<file path="src/rtl/mem_stage.sv">
// MIPS memory-access stage: passes ALU and HI/LO results through.
// Runs request/acknowledge data-bus transactions for loads and stores.
module mem_stage (
    input  logic        clk,
    input  logic        rst,
    input  logic [4:0]  ex_wd,
    input  logic        ex_wreg,
    input  logic [31:0] ex_wdata,
    input  logic        ex_whilo,
    input  logic [31:0] ex_hi,
    input  logic [31:0] ex_lo,
    input  logic [3:0]  ex_memop,
    input  logic [31:0] ex_mem_addr,
    input  logic [31:0] ex_reg2,
    input  logic [5:0]  stall,
    input  logic        flush,
    output logic [4:0]  mem_wd,
    output logic        mem_wreg,
    output logic [31:0] mem_wdata,
    output logic        mem_whilo,
    output logic [31:0] mem_hi,
    output logic [31:0] mem_lo,
    output logic        stallreq,
    output logic        exc_adel,
    output logic        exc_ades,
    output logic        dbus_req,
    output logic        dbus_we,
    output logic [31:0] dbus_addr,
    output logic [3:0]  dbus_sel,
    output logic [31:0] dbus_wdata,
    input  logic [31:0] dbus_rdata,
    input  logic        dbus_ack
);
    localparam logic [1:0] S_IDLE  = 2'd0;
    localparam logic [1:0] S_REQ   = 2'd1;
    localparam logic [1:0] S_DONE  = 2'd2;
    localparam logic [1:0] S_DRAIN = 2'd3;

    localparam logic [3:0] OP_LB  = 4'd1;
    localparam logic [3:0] OP_LBU = 4'd2;
    localparam logic [3:0] OP_LH  = 4'd3;
    localparam logic [3:0] OP_LHU = 4'd4;
    localparam logic [3:0] OP_LW  = 4'd5;
    localparam logic [3:0] OP_SB  = 4'd6;
    localparam logic [3:0] OP_SH  = 4'd7;
    localparam logic [3:0] OP_SW  = 4'd8;

    logic [1:0]  state_q, state_d;
    logic        req_q, req_d;
    logic        we_q, we_d;
    logic [31:0] addr_q, addr_d;
    logic [3:0]  sel_q, sel_d;
    logic [31:0] wdata_q, wdata_d;
    logic [3:0]  memop_q, memop_d;
    logic [1:0]  off_q, off_d;
    logic [31:0] ldata_q, ldata_d;

    logic        is_load, is_store, is_half, is_word, misalign, issue;
    logic        held_load;
    logic [3:0]  sel_c;
    logic [31:0] wdata_c, ldata_c;
    logic [7:0]  byte_c;
    logic [15:0] half_c;
    logic        unused_ok;

    assign unused_ok = ^{stall[5], stall[3:0]};

    // Decode of the incoming operation
    always_comb begin
        is_load   = (ex_memop >= OP_LB) && (ex_memop <= OP_LW);
        is_store  = (ex_memop >= OP_SB) && (ex_memop <= OP_SW);
        is_half   = (ex_memop == OP_LH) || (ex_memop == OP_LHU) || (ex_memop == OP_SH);
        is_word   = (ex_memop == OP_LW) || (ex_memop == OP_SW);
        misalign  = (is_half && ex_mem_addr[0]) || (is_word && (ex_mem_addr[1:0] != 2'b00));
        issue     = (is_load || is_store) && !misalign && !flush;
        held_load = (memop_q >= OP_LB) && (memop_q <= OP_LW);
    end

    // Big-endian lane select and store-data replication
    always_comb begin
        sel_c   = 4'b1111;
        wdata_c = ex_reg2;
        if (is_half) begin
            sel_c   = ex_mem_addr[1] ? 4'b0011 : 4'b1100;
            wdata_c = {2{ex_reg2[15:0]}};
        end else if (!is_word) begin
            sel_c   = 4'b1000 >> ex_mem_addr[1:0];
            wdata_c = {4{ex_reg2[7:0]}};
        end
    end

    // Load alignment and extension using the op latched at issue
    always_comb begin
        case (off_q)
            2'd0:    byte_c = dbus_rdata[31:24];
            2'd1:    byte_c = dbus_rdata[23:16];
            2'd2:    byte_c = dbus_rdata[15:8];
            default: byte_c = dbus_rdata[7:0];
        endcase
        half_c = off_q[1] ? dbus_rdata[15:0] : dbus_rdata[31:16];
        case (memop_q)
            OP_LB:   ldata_c = {{24{byte_c[7]}}, byte_c};
            OP_LBU:  ldata_c = {24'd0, byte_c};
            OP_LH:   ldata_c = {{16{half_c[15]}}, half_c};
            OP_LHU:  ldata_c = {16'd0, half_c};
            default: ldata_c = dbus_rdata;
        endcase
    end

    always_comb begin
        state_d = state_q;
        req_d   = req_q;
        we_d    = we_q;
        addr_d  = addr_q;
        sel_d   = sel_q;
        wdata_d = wdata_q;
        memop_d = memop_q;
        off_d   = off_q;
        ldata_d = ldata_q;
        case (state_q)
            S_IDLE: begin
                if (issue) begin
                    state_d = S_REQ;
                    req_d   = 1'b1;
                    we_d    = is_store;
                    addr_d  = {ex_mem_addr[31:2], 2'b00};
                    sel_d   = sel_c;
                    wdata_d = wdata_c;
                    memop_d = ex_memop;
                    off_d   = ex_mem_addr[1:0];
                end
            end
            S_REQ: begin
                if (dbus_ack) begin
                    req_d = 1'b0;
                    if (flush) begin
                        state_d = S_IDLE;
                    end else begin
                        state_d = S_DONE;
                        ldata_d = ldata_c;
                    end
                end else if (flush) begin
                    state_d = S_DRAIN;
                end
            end
            S_DONE: begin
                if (!stall[4] || flush) state_d = S_IDLE;
            end
            default: begin
                // Flushed transaction still owes the bus its ack
                if (dbus_ack) begin
                    state_d = S_IDLE;
                    req_d   = 1'b0;
                end
            end
        endcase
    end

    always_ff @(posedge clk) begin
        if (rst) begin
            state_q <= S_IDLE;
            req_q   <= 1'b0;
            we_q    <= 1'b0;
            addr_q  <= '0;
            sel_q   <= '0;
            wdata_q <= '0;
            memop_q <= '0;
            off_q   <= '0;
            ldata_q <= '0;
        end else begin
            state_q <= state_d;
            req_q   <= req_d;
            we_q    <= we_d;
            addr_q  <= addr_d;
            sel_q   <= sel_d;
            wdata_q <= wdata_d;
            memop_q <= memop_d;
            off_q   <= off_d;
            ldata_q <= ldata_d;
        end
    end

    // Pass-through results with bubble forcing while stalled
    always_comb begin
        mem_wd    = ex_wd;
        mem_wreg  = ex_wreg;
        mem_wdata = ex_wdata;
        mem_whilo = ex_whilo;
        mem_hi    = ex_hi;
        mem_lo    = ex_lo;
        stallreq  = 1'b0;
        exc_adel  = 1'b0;
        exc_ades  = 1'b0;
        case (state_q)
            S_IDLE: begin
                if (misalign) begin
                    exc_adel = is_load;
                    exc_ades = is_store;
                    mem_wreg = 1'b0;
                end else if (issue) begin
                    stallreq = 1'b1;
                end
            end
            S_DONE: begin
                if (held_load) mem_wdata = ldata_q;
            end
            default: stallreq = 1'b1;
        endcase
        if (stallreq) begin
            mem_wreg  = 1'b0;
            mem_whilo = 1'b0;
        end
        if (rst) begin
            mem_wd    = '0;
            mem_wreg  = 1'b0;
            mem_wdata = '0;
            mem_whilo = 1'b0;
            mem_hi    = '0;
            mem_lo    = '0;
            stallreq  = 1'b0;
            exc_adel  = 1'b0;
            exc_ades  = 1'b0;
        end
    end

    assign dbus_req   = req_q;
    assign dbus_we    = we_q;
    assign dbus_addr  = addr_q;
    assign dbus_sel   = sel_q;
    assign dbus_wdata = wdata_q;

endmodule
</file>
<file path="config.mk">
export PLATFORM = sky130hd
export DESIGN_NAME = mem_stage
export DESIGN_NICKNAME = d
export VERILOG_FILES = /design/src/rtl/mem_stage.sv
export SDC_FILE = /design/constraint.sdc
export NUM_CORES = 1
export LEC_CHECK = 0
export ABC_CLOCK_PERIOD_IN_PS = 2570
export BUFFER_PORTS_ARGS = -buffer_cell sky130_fd_sc_hd__buf_2
export CAP_MARGIN = 20
export CORE_AREA = 2 2 157 159
export CTS_BUF_LIST = sky130_fd_sc_hd__clkbuf_16
export DETAILED_ROUTE_END_ITERATION = 16
export DIE_AREA = 0 0 159 161
export REMOVE_ABC_BUFFERS = 1
export SLEW_MARGIN = 20
export SYNTH_ARGS = -nofsm -noshare
export SYNTH_HDL_FRONTEND = slang
export SYNTH_SLANG_ARGS = --single-unit
export TNS_END_PERCENT = 20
</file>
<file path="constraint.sdc">
create_clock -name clk -period 2.57 [get_ports clk]
set_input_delay 0.1285 -clock clk [delete_from_list [all_inputs] [get_ports clk]]
set_output_delay 0.1285 -clock clk [all_outputs]
set_load 0.01 [all_outputs]
</file>
==> summary.log, run 1 <==
qor: die.num_rows 57
qor: sta.post-route-worst-setup-slack 265 ps
qor: die.die-area 0.0256 mm^2
qor: yosys.synthDistinctLibCells 55
qor: die.starting_density 0.274
qor: routing.drt_first_iter_violations 621
qor: sta.final_setup_violation_count 0
qor: yosys.mappedNetlistArea 0.00656 mm^2
qor: layout.final_nets 1391
qor: routing.vias 8000
qor: place.dp.cells 1491
qor: layout.layout.cells.most_common buf_2
qor: yosys.synthArstFlopShare 0
qor: sta.fmax 434 MHz
qor: worst_setup_path.crit_path_max_fanout 32
qor: worst_setup_path.worst_path_max_delay_cell or3_1
qor: clock_tree.clkSinkCount 108
qor: worst_setup_path.nature_of_the_critical_path_endpoint primary output
qor: worst_setup_path.worst-endpoint-required 2440 ps
qor: clock_tree.clk_transition_reported_paths 70 ps
qor: place.place.detailed.hpwl 19.7 mm
qor: clock_tree.cts-htree-levels 3
qor: run.drv.max_cap_violation_count 0
qor: sta.whs 26.7 ps
qor: layout.flow.area_growth_from_synthesis 38.4%
qor: worst_setup_path.startpoint_type flip-flop
qor: yosys.ys_dominant_reg_cell dfxtp_1
qor: layout.final_core_utilization 0.379
qor: worst_setup_path.critical_path_arrival 2180 ps
qor: worst_setup_path.worst-r2r-cell-count 5
qor: routing.detailed_route_wire_length 27.3 mm
qor: layout.ratio_of_cells_with_drive_above_1_in_the_final_layout 0.379
qor: hold_path.hold_path_depth 3
qor: layout.antenna-diode-count 0
qor: worst_setup_path.r2r_setup_slack 400 ps
qor: sta.timing.final.crit_share 0.897
qor: pwr.design_power_total 4.34 mW
qor: routing.met2_wire_length 13.1 mm
qor: yosys.synth_seq_area_share 0.329
qor: global_route.grt_util_overall 0.199
qor: clock_tree.clk_latency 360 ps
qor: clock_tree.cts_tree built
qor: yosys.synth.avg_cell_area 7.64 um^2
qor: die.io_pins 389
qor: pwr.max-vdd-ir-drop 0.000259 V
qor: worst_setup_path.regToRegEndpoint dbus_addr[31]$_SDFFE_PP0P_
qor: worst_setup_path.critPathKind flip-flop to primary output
qor: global_route.maximum_number_of_pins_on_one_net_before_global_route_repair 82
qor: layout.stdcell_area 0.00908 mm^2
qor: global_route.first_global_vias 7194
qor: yosys.syn-instance-count 859
qor: worst_setup_path.worst_path_largest_cell_delay 450 ps
qor: worst_setup_path.worst_r2r_startpoint state_q[1]$_SDFFE_PP0P_
qor: layout.layout_common_cells 380 x buf_2, 108 x dfxtp_1, 106 x a21oi_1
qor: yosys.synth_edf_count 0
qor: sta.timing.clock.skew 12.2 ps
qor: clock_tree.postCtsResizedCells 0
qor: routing.met3WireLength 2.43 mm
qor: clock_tree.cts-root-to-sink-buffers 2
qor: pwr.powerDensity 477 mW/mm^2
qor: clock_tree.ctsHoldBuffers 0
qor: sta.grt_setup_unrepaired false
qor: outcome.status complete, no violations
qor: clock_tree.cts_setup_buffers 0
qor: global_route.grt_antenna_before_repair 2
qor: yosys.synth-warning-count 0
qor: routing.vias_per_cell 5.31
qor: sta.fin_tns_setup 0 ps
qor: routing.first_pass_iters 6
qor: yosys.yosys_register_bits 108
qor: place.detailedPlace.worstSlack 407 ps
qor: sta.worstMarginPinSlew 1180 ps
qor: die.fp.dieW 159 um
qor: clock_tree.clock_buffer_count_from_cts 9
qor: die.design.core.area 0.0240 mm^2
qor: sta.maxSlewViolCount 0
qor: sta.min_period 2310 ps
qor: routing.highest_routing_layer_actually_used met5
qor: routing.met1Wirelength 11.1 mm
qor: die.die-height 161 um
qor: routing.wire_per_inst 18.1 um
qor: hold_path.min_delay_worst_endpoint dbus_addr[24]$_SDFFE_PP0P_
qor: place.port-buffer-count 381
qor: place.detailed_place.area 0.00880 mm^2
qor: place.gpl.final_weighted_congestion 0.869
qor: sta.hold_violations 0
qor: routing.count_of_antenna_violating_nets_left_after_detailed_routing 0
qor: worst_setup_path.cp_cell_sequence or3_1, nand3_1, buf_12, nand2_1, a21oi_1, buf_2
qor: pwr.static-leakage-power 4.04 nW
qor: global_route.global_route_wire_length_before_repair 41.1 mm
qor: routing.post-route-drc-count 0
qor: sta.relSlewSlack 0.208
qor: hold_path.hold_path.startpoint ex_mem_addr[24]
qor: global_route.grt.overflow.total 0
qor: hold_path.holdCritPathClass input pin to flip-flop
qor: clock_tree.cts_root_buffer_type clkbuf_16
qor: layout.instances_no_fill 1507
## power by group
group          switching [mW]  internal [mW]
Clock                   0.725          0.676
Combinational           0.650          0.468
Sequential             0.0553           1.76
## routing by layer
| layer | up-vias | track usage |
|---|---|---|
| li1 | 3828 | - |
| met1 | 3745 | 0.244 |
| met2 | 394 | 0.335 |
| met3 | 29 | 0.0596 |
| met4 | 4 | 0.0665 |
| met5 | - | 0 |
## worst max-delay path, delay by kind of cell, from the launching register on
| family | cells | cell delay (ps) |
|---|---|---|
| simple gates | 3 | 680 |
| buf+inv | 2 | 400 |
| compound gates | 1 | 300 |
| flops | 1 | 430 |
## logic make-up (layout without fill, tap and decap cells)
kind of cell / after synthesis / count (layout) / synth area share
AO/OA/AOI/OAI: 311 / 311 / 0.303
flip-flops: 108 / 108 / 0.329
other: 1 / 2 / 0.000571
AND/OR/NAND/NOR: 309 / 309 / 0.259
XOR/XNOR: 1 / 1 / 0.00133
buffers and inverters: 106 / 429 / 0.0700
adder cells (fa/ha/maj): 1 / 1 / 0.00153
multiplexers: 22 / 22 / 0.0355
## cells in the mapped netlist, drive strengths merged, types with 2 or more instances
master / count / area (um^2)
o32ai: 7 / 61.3
a222oi: 8 / 80.1
nor2b: 85 / 532
buf: 31 / 178
nor2: 23 / 93.8
o22ai: 3 / 18.8
a211oi: 36 / 270
nand3: 3 / 15.0
or3b: 2 / 17.5
a21oi: 106 / 531
inv: 4 / 15.0
nor3: 4 / 31.3
mux2: 10 / 113
mux2i: 12 / 120
and3: 9 / 56.3
clkbuf: 71 / 267
nor4: 11 / 68.8
nand4: 44 / 275
nand3b: 3 / 22.5
or3: 4 / 25.0
nor3b: 12 / 90.1
o2bb2ai: 8 / 70.1
a31oi: 23 / 144
dfxtp: 108 / 2160
o221ai: 8 / 70.1
nand2: 94 / 353
o21ai: 45 / 229
o21a: 5 / 37.5
nand2b: 7 / 43.8
o31ai: 54 / 405
## area by class of cell
type / instances / area, um^2
clock buffers: 9 / 225
repair buffers: 409 / 2220
flip-flops and latches: 108 / 2160
clock inverters: 7 / 60.1
multi-input cells: 646 / 3990
inverters: 4 / 15.0
fillers: 2611 / 14900
well taps: 324 / 405
## registers in the layout (all words and copies together), names as in the netlist
name / cells
dbus_wdata: 32
ldata_q: 32
dbus_addr: 30
dbus_sel: 4
memop_q: 4
off_q: 2
state_q: 2
dbus_req: 1
dbus_we: 1
## worst max-delay path by stage
stage | cells past startpoint | end | from
after floorplan | 4 | dbus_wdata[10]$_SDFFE_PP0P_ | state_q[1]$_SDFFE_PP0P_
after global placement | 5 | dbus_wdata[26]$_SDFFE_PP0P_ | ex_memop[1]
after detailed placement | 5 | dbus_wdata[31]$_SDFFE_PP0P_ | ex_memop[1]
after CTS | 6 | mem_wdata[6] | memop_q[1]$_SDFFE_PP0P_
after global routing | 6 | mem_wdata[25] | memop_q[1]$_SDFFE_PP0P_
final | 6 | mem_wdata[25] | memop_q[1]$_SDFFE_PP0P_
No activity file was read; power rests on OpenSTA's default activity.
==> inputs of run 2 (changes only) <==
--- a/config.mk
+++ b/config.mk
@@ -13,6 +13,7 @@
 export DETAILED_ROUTE_END_ITERATION = 16
 export DIE_AREA = 0 0 159 161
 export REMOVE_ABC_BUFFERS = 1
+export SKIP_CTS_REPAIR_TIMING = 1
 export SLEW_MARGIN = 20
 export SYNTH_ARGS = -nofsm -noshare
 export SYNTH_HDL_FRONTEND = slang
==> constraint.sdc (replaced) <==
create_clock -name clk -period 2.57 [get_ports clk]
set_input_delay 0.1285 -clock clk [delete_from_list [all_inputs] [get_ports clk]]
set_output_delay 0.1285 -clock clk [all_outputs]
set_load 0.005 [all_outputs]
==> run 2 against run 1 <==
- die area stayed put
- critical endpoint unchanged
- highest routed layer unchanged
- largest cell class unchanged
- sequential share of layout area is 0.062 points lower
- sequential power hardly changed
==> summary.log, run 2 (synthesis results as in run 1) <==
qor: pwr.relative_contribution_of_combinational_cells_to_total_power 0.233 [was 0.258]
qor: layout.final_nets 1393 [was 1391]
qor: routing.vias_per_cell 5.31 [about the same]
qor: outcome.status complete, no violations [unchanged]
qor: pwr.internal_power_summed_over_all_cells 3.11 mW [was 2.91 mW]
qor: place.gpl.final_weighted_congestion 0.875 [was 0.869]
qor: routing.count_of_antenna_violating_nets_left_after_detailed_routing 0 [unchanged]
qor: sta.fmax 412 MHz [was 434 MHz]
qor: pwr.max-vdd-ir-drop 0.000273 V [was 0.000259 V]
qor: run.drv.max_cap_violation_count 0 [unchanged]
qor: pwr.design_power_total 4.50 mW [was 4.34 mW]
qor: worst_setup_path.worst-endpoint-required 2440 ps [about the same]
qor: layout.final_core_utilization 0.380 [was 0.379]
qor: clock_tree.cts_root_buffer_type clkbuf_16 [unchanged]
qor: worst_setup_path.critical_path_arrival 2300 ps [was 2180 ps]
qor: sta.timing.final.crit_share 0.943 [was 0.897]
qor: place.place.detailed.hpwl 19.9 mm [was 19.7 mm]
qor: layout.stdcell_area 0.00911 mm^2 [was 0.00908 mm^2]
qor: die.fp.dieW 159 um [unchanged]
qor: sta.worstMarginPinSlew 917 ps [was 1180 ps]
qor: global_route.grt.overflow.total 0 [unchanged]
qor: sta.post-route-worst-setup-slack 145 ps [was 265 ps]
qor: clock_tree.cts_tree built [unchanged]
qor: sta.whs 17.7 ps [was 26.7 ps]
qor: global_route.grt_util_overall 0.203 [was 0.199]
qor: sta.timing.clock.skew 10.0 ps [was 12.2 ps]
qor: layout.layout.cells.most_common buf_2 [unchanged]
qor: hold_path.holdCritPathClass input pin to flip-flop [unchanged]
qor: clock_tree.cts-root-to-sink-buffers 2 [unchanged]
qor: die.num_rows 57 [unchanged]
qor: pwr.swShare 0.310 [was 0.330]
qor: global_route.first_global_vias 7591 [was 7194]
qor: place.detailedPlace.worstSlack 388 ps [was 407 ps]
qor: pwr.share_clk_of_total_power 0.363 [was 0.323]
qor: die.die-area 0.0256 mm^2 [unchanged]
qor: layout.antenna-diode-count 0 [unchanged]
qor: sta.final_setup_violation_count 0 [unchanged]
qor: sta.fin_tns_setup 0 ps [unchanged]
qor: routing.detailed_route_wire_length 27.5 mm [was 27.3 mm]
qor: die.die-height 161 um [unchanged]
qor: sta.maxSlewViolCount 0 [unchanged]
qor: pwr.powerDensity 494 mW/mm^2 [was 477 mW/mm^2]
qor: sta.grt_setup_unrepaired false [unchanged]
qor: clock_tree.clock_buffer_count_from_cts 9 [unchanged]
qor: routing.drt_first_iter_violations 597 [was 621]
qor: layout.fillerInstances 2563 [was 2611]
qor: clock_tree.clk_transition_reported_paths 90 ps [was 70 ps]
qor: layout.layout_common_cells 380 x buf_2, 108 x dfxtp_1, 106 x a21oi_1 [unchanged]
qor: layout.ratio_of_cells_with_drive_above_1_in_the_final_layout 0.381 [was 0.379]
qor: routing.first_pass_iters 5 [was 6]
qor: clock_tree.clk_latency 360 ps [about the same]
qor: sta.min_period 2420 ps [was 2310 ps]
qor: place.dp.cells 1493 [was 1491]
qor: pwr.static-leakage-power 4.07 nW [was 4.04 nW]
qor: sta.hold_violations 0 [unchanged]
qor: global_route.grt_antenna_before_repair 2 [unchanged]
qor: die.io_pins 389 [unchanged]
qor: clock_tree.clkSinkCount 108 [unchanged]
qor: worst_setup_path.startpoint_type flip-flop [unchanged]
qor: sta.relSlewSlack 0.388 [was 0.208]
qor: routing.vias 8020 [was 8000]
qor: pwr.seq_power_share 0.404 [was 0.419]
qor: layout.instances_no_fill 1509 [was 1507]
qor: place.port-buffer-count 381 [unchanged]
qor: clock_tree.cts-htree-levels 3 [unchanged]
qor: die.design.core.area 0.0240 mm^2 [unchanged]
qor: worst_setup_path.critPathKind flip-flop to primary output [unchanged]
qor: place.detailed_place.area 0.00876 mm^2 [was 0.00880 mm^2]
qor: routing.post-route-drc-count 0 [unchanged]
qor: routing.wire_per_inst 18.2 um [was 18.1 um]
qor: worst_setup_path.nature_of_the_critical_path_endpoint primary output [unchanged]
qor: die.starting_density 0.274 [unchanged]
qor: global_route.global_route_wire_length_before_repair 41.9 mm [was 41.1 mm]
qor: pwr.net-switching-power 1.39 mW [was 1.43 mW]
qor: layout.flow.area_growth_from_synthesis 38.8% [was 38.4%]
qor: global_route.maximum_number_of_pins_on_one_net_before_global_route_repair 74 [was 82]
qor: worst_setup_path.crit_path_max_fanout 32 [unchanged]
[run 2: cell count changes in the layout (fill, tap and decap cells not counted)]
| cell | previous run | this run |
|---|---|---|
| clkinvlp_4 | 1 | 0 |
| bufinv_16 | 0 | 2 |
| o31ai_1 | 54 | 53 |
| inv_8 | 0 | 1 |
| clkinv_2 | 2 | 0 |
| buf_4 | 20 | 26 |
| buf_12 | 8 | 4 |
| o31ai_2 | 0 | 1 |
[run 2: worst max-delay path, stage by stage, from the launching register on]
cell and delay, ps:
dfxtp_1 700, or3_1 250, and3_1 210, buf_12 200
nand2_1 70, a21oi_1 300, buf_2 180
[run 2: final timing paths]
path                           start                         end  slack, ps  depth (start not counted)
max          memop_q[2]$_SDFFE_PP0P_               mem_wdata[25]        150                          6
min                  ex_mem_addr[31]  dbus_addr[31]$_SDFFE_PP0P_         20                          3
max reg2reg  state_q[1]$_SDFFE_PP0P_  dbus_addr[22]$_SDFFE_PP0P_        360                          5
min reg2reg    dbus_req$_SDFFE_PP0P_       dbus_req$_SDFFE_PP0P_        460                          2
[run 2: layer usage]
metal  vias to the layer above  GRT usage  share of wire
met5                         -          0         0.0011
met4                         4     0.0872          0.034
met3                        43     0.0557          0.091
met2                       439      0.342           0.48
met1                      3708      0.243           0.40
li1                       3826          -              -
[run 2: power by group through the flow]
stage                     clock network [mW]  logic (mW)  registers (mW)
after floorplan                            0       0.444            1.86
after global placement                     0        1.04            1.85
after detailed placement                   0        1.05            1.86
after CTS                               1.67        1.05            1.82
after global routing                    1.73        1.15            1.83
final                                   1.63        1.05            1.82
[run 2: area by class of cell]
class,instances,area [um^2],share of cell area
inverter,4,15.0,0.00165
timing repair buffer,411,2190,0.240
tap,324,405,0.0445
multi-input combinational,646,4000,0.439
sequential,108,2160,0.237
clock buffer,9,225,0.0247
clock inverter,7,114,0.0125
==> inputs of run 3 (changes only) <==
--- a/config.mk
+++ b/config.mk
@@ -7,11 +7,11 @@
 export LEC_CHECK = 0
 export ABC_CLOCK_PERIOD_IN_PS = 2570
 export BUFFER_PORTS_ARGS = -buffer_cell sky130_fd_sc_hd__buf_2
-export CAP_MARGIN = 20
 export CORE_AREA = 2 2 157 159
 export CTS_BUF_LIST = sky130_fd_sc_hd__clkbuf_16
 export DETAILED_ROUTE_END_ITERATION = 16
 export DIE_AREA = 0 0 159 161
+export MAX_ROUTING_LAYER = met4
 export REMOVE_ABC_BUFFERS = 1
 export SKIP_CTS_REPAIR_TIMING = 1
 export SLEW_MARGIN = 20
==> run 3 against run 2 <==
- first-iteration DRC count down 2.5%
- clock power about the same
- flip-flop and latch count unchanged
- sequential share of layout area about the same
- cell count up 0.13%
- count of clock-buffer cells in the layout unchanged
- worst setup slack worse by 1.6 ps
- non-clock buffer count unchanged
- critical path type unchanged
- critical endpoint unchanged
- largest power group unchanged
- highest routed layer is now met4
==> summary.log, run 3 (synthesis results as in run 1) <==
qor: clock_tree.cts_root_buffer_type clkbuf_16 [unchanged]
qor: worst_setup_path.startpoint_type flip-flop [unchanged]
qor: pwr.powerDensity 494 mW/mm^2 [about the same]
qor: global_route.global_route_wire_length_before_repair 41.8 mm [was 41.9 mm]
qor: worst_setup_path.worst_path_largest_cell_delay 700 ps [about the same]
qor: routing.drt_first_iter_violations 582 [was 597]
qor: place.detailed_place.area 0.00876 mm^2 [unchanged]
qor: layout.flow.area_growth_from_synthesis 38.8% [about the same]
qor: layout.ratio_of_cells_with_drive_above_1_in_the_final_layout 0.381 [unchanged]
qor: worst_setup_path.worst_r2r_startpoint state_q[1]$_SDFFE_PP0P_ [unchanged]
qor: layout.layout_common_cells 380 x buf_2, 108 x dfxtp_1, 106 x a21oi_1 [unchanged]
qor: die.die-area 0.0256 mm^2 [unchanged]
qor: worst_setup_path.worst-endpoint-required 2440 ps [about the same]
qor: worst_setup_path.cp_cell_sequence or3_1, and3_1, buf_12, nand2_1, a21oi_1, buf_2 [unchanged]
qor: layout.area.sequential 0.00216 mm^2 [unchanged]
qor: clock_tree.clkSinkCount 108 [unchanged]
qor: layout.layout.cells.most_common buf_2 [unchanged]
qor: place.gpl.final_weighted_congestion 0.889 [was 0.875]
qor: worst_setup_path.critPathKind flip-flop to primary output [unchanged]
qor: routing.detailed_route_wire_length 27.6 mm [was 27.5 mm]
qor: worst_setup_path.regToRegEndpoint dbus_addr[22]$_SDFFE_PP0P_ [unchanged]
qor: worst_setup_path.crit_path_max_fanout 32 [unchanged]
qor: layout.stdcell_area 0.00911 mm^2 [about the same]
qor: die.starting_density 0.274 [unchanged]
qor: layout.instances_no_fill 1511 [was 1509]
qor: global_route.grt.overflow.total 0 [unchanged]
qor: worst_setup_path.nature_of_the_critical_path_endpoint primary output [unchanged]
qor: sta.final_setup_violation_count 0 [unchanged]
qor: hold_path.hold_path.startpoint ex_mem_addr[31] [unchanged]
qor: place.place.detailed.hpwl 19.9 mm [unchanged]
qor: sta.grt_setup_unrepaired false [unchanged]
qor: hold_path.hold_path_depth 3 [unchanged]
qor: pwr.static-leakage-power 4.07 nW [about the same]
qor: pwr.internal_power_summed_over_all_cells 3.11 mW [about the same]
qor: layout.fillerInstances 2562 [was 2563]
qor: hold_path.holdCritPathClass input pin to flip-flop [unchanged]
qor: routing.wire_per_inst 18.2 um [about the same]
qor: routing.first_pass_iters 5 [unchanged]
qor: sta.hold_violations 0 [unchanged]
qor: sta.fmax 412 MHz [about the same]
qor: worst_setup_path.critical_path_arrival 2300 ps [about the same]
qor: pwr.net-switching-power 1.39 mW [about the same]
qor: layout.final_nets 1393 [unchanged]
qor: clock_tree.clock_buffer_count_from_cts 9 [unchanged]
qor: die.num_rows 57 [unchanged]
qor: pwr.max-vdd-ir-drop 0.000274 V [was 0.000273 V]
qor: routing.count_of_antenna_violating_nets_left_after_detailed_routing 0 [unchanged]
qor: sta.timing.final.crit_share 0.944 [was 0.943]
qor: sta.relSlewSlack 0.382 [was 0.388]
qor: die.design.core.area 0.0240 mm^2 [unchanged]
qor: pwr.swShare 0.310 [about the same]
qor: routing.vias_per_cell 5.30 [was 5.31]
qor: place.dp.cells 1493 [unchanged]
qor: clock_tree.clk_transition_reported_paths 90 ps [about the same]
qor: sta.worstMarginPinSlew 927 ps [was 917 ps]
qor: clock_tree.cts-htree-levels 3 [unchanged]
qor: pwr.seq_power_share 0.404 [about the same]
qor: hold_path.min_delay_worst_endpoint dbus_addr[31]$_SDFFE_PP0P_ [unchanged]
qor: worst_setup_path.worst-r2r-cell-count 5 [unchanged]
qor: pwr.share_clk_of_total_power 0.363 [about the same]
qor: routing.post-route-drc-count 0 [unchanged]
qor: global_route.maximum_number_of_pins_on_one_net_before_global_route_repair 74 [unchanged]
qor: sta.maxSlewViolCount 0 [unchanged]
qor: global_route.grt_antenna_before_repair 2 [unchanged]
qor: worst_setup_path.r2r_setup_slack 350 ps [was 360 ps]
qor: layout.multi_input_comb_area 0.00400 mm^2 [unchanged]
qor: die.io_pins 389 [unchanged]
qor: place.detailedPlace.worstSlack 388 ps [unchanged]
qor: clock_tree.cts_tree built [unchanged]
qor: sta.post-route-worst-setup-slack 144 ps [was 145 ps]
qor: worst_setup_path.worst_path_max_delay_cell dfxtp_1 [unchanged]
qor: sta.min_period 2430 ps [was 2420 ps]
qor: run.drv.max_cap_violation_count 0 [unchanged]
qor: clock_tree.cts-root-to-sink-buffers 2 [unchanged]
qor: outcome.status complete, no violations [unchanged]
qor: worst_setup_path.worst-path-buf-inv 2 [unchanged]
qor: sta.timing.clock.skew 10.7 ps [was 10.0 ps]
qor: routing.vias 8009 [was 8020]
qor: worst_setup_path.cpLargestDelayFamily flip-flops [unchanged]
qor: place.port-buffer-count 381 [unchanged]
qor: die.die-height 161 um [unchanged]
qor: clock_tree.clk_latency 360 ps [about the same]
qor: global_route.grt_util_overall 0.208 [was 0.203]
qor: pwr.relative_contribution_of_combinational_cells_to_total_power 0.233 [about the same]
qor: global_route.first_global_vias 7615 [was 7591]
qor: die.fp.dieW 159 um [unchanged]
-- run 3: changes by cell type in the layout (fill, tap and decap cells not counted) --
| cell | delta |
|---|---|
| diode_2 | +2 |
-- run 3: per-stage QoR --
step / hold WS [ps] / TNS, ps / power [mW] / utilization
2_1_floorplan: 198 / -170790 / 2.31 / -
4_1_cts: -4.65 / 0 / 4.54 / 0.380
6_report: 20.1 / 0 / 4.50 / 0.380
3_3_place_gp: 384 / 0 / 2.90 / 0.366
3_5_place_dp: 388 / 0 / 2.91 / 0.366
5_1_grt: 2.44 / 0 / 4.71 / 0.380
-- run 3: area by class of cell --
class | count | share of cell area
diodes | 2 | 0.000549
clock buffers | 9 | 0.0247
clock inverters | 7 | 0.0125
inverters | 4 | 0.00165
multi-input cells | 646 | 0.439
flip-flops and latches | 108 | 0.237
well taps | 324 | 0.0445
repair buffers | 411 | 0.240
-- run 3: routing by layer --
layer	routed length (um)	up-vias	share of wire	global-route usage
met5	0	-	0	-
met4	919	0	0.033	0.0872
met3	2280	40	0.083	0.0473
met2	13200	413	0.48	0.343
met1	11100	3724	0.40	0.246
li1	-	3832	-	-
-- run 3: power groups by stage --
stage	Sequential (mW)	Clock, mW	Combinational [mW]
3_5_place_dp	1.86	0	1.05
6_report	1.82	1.63	1.05
2_1_floorplan	1.86	0	0.444
3_3_place_gp	1.85	0	1.04
5_1_grt	1.83	1.73	1.15
4_1_cts	1.82	1.67	1.05
-- run 3: how the worst max path moves through the flow --
stage	start	end	cells past startpoint
global placement	state_q[1]$_SDFFE_PP0P_	dbus_addr[14]$_SDFFE_PP0P_	5
floorplan	state_q[1]$_SDFFE_PP0P_	dbus_wdata[10]$_SDFFE_PP0P_	4
CTS	memop_q[2]$_SDFFE_PP0P_	mem_wdata[11]	6
global route	memop_q[2]$_SDFFE_PP0P_	mem_wdata[6]	6
detailed placement	state_q[1]$_SDFFE_PP0P_	dbus_addr[22]$_SDFFE_PP0P_	5
finish	memop_q[2]$_SDFFE_PP0P_	mem_wdata[25]	6
-- run 3: worst min-delay path, cell delays in order --
cell and delay (ps):
buf_2 100, nand4_1 60, a21oi_1 50
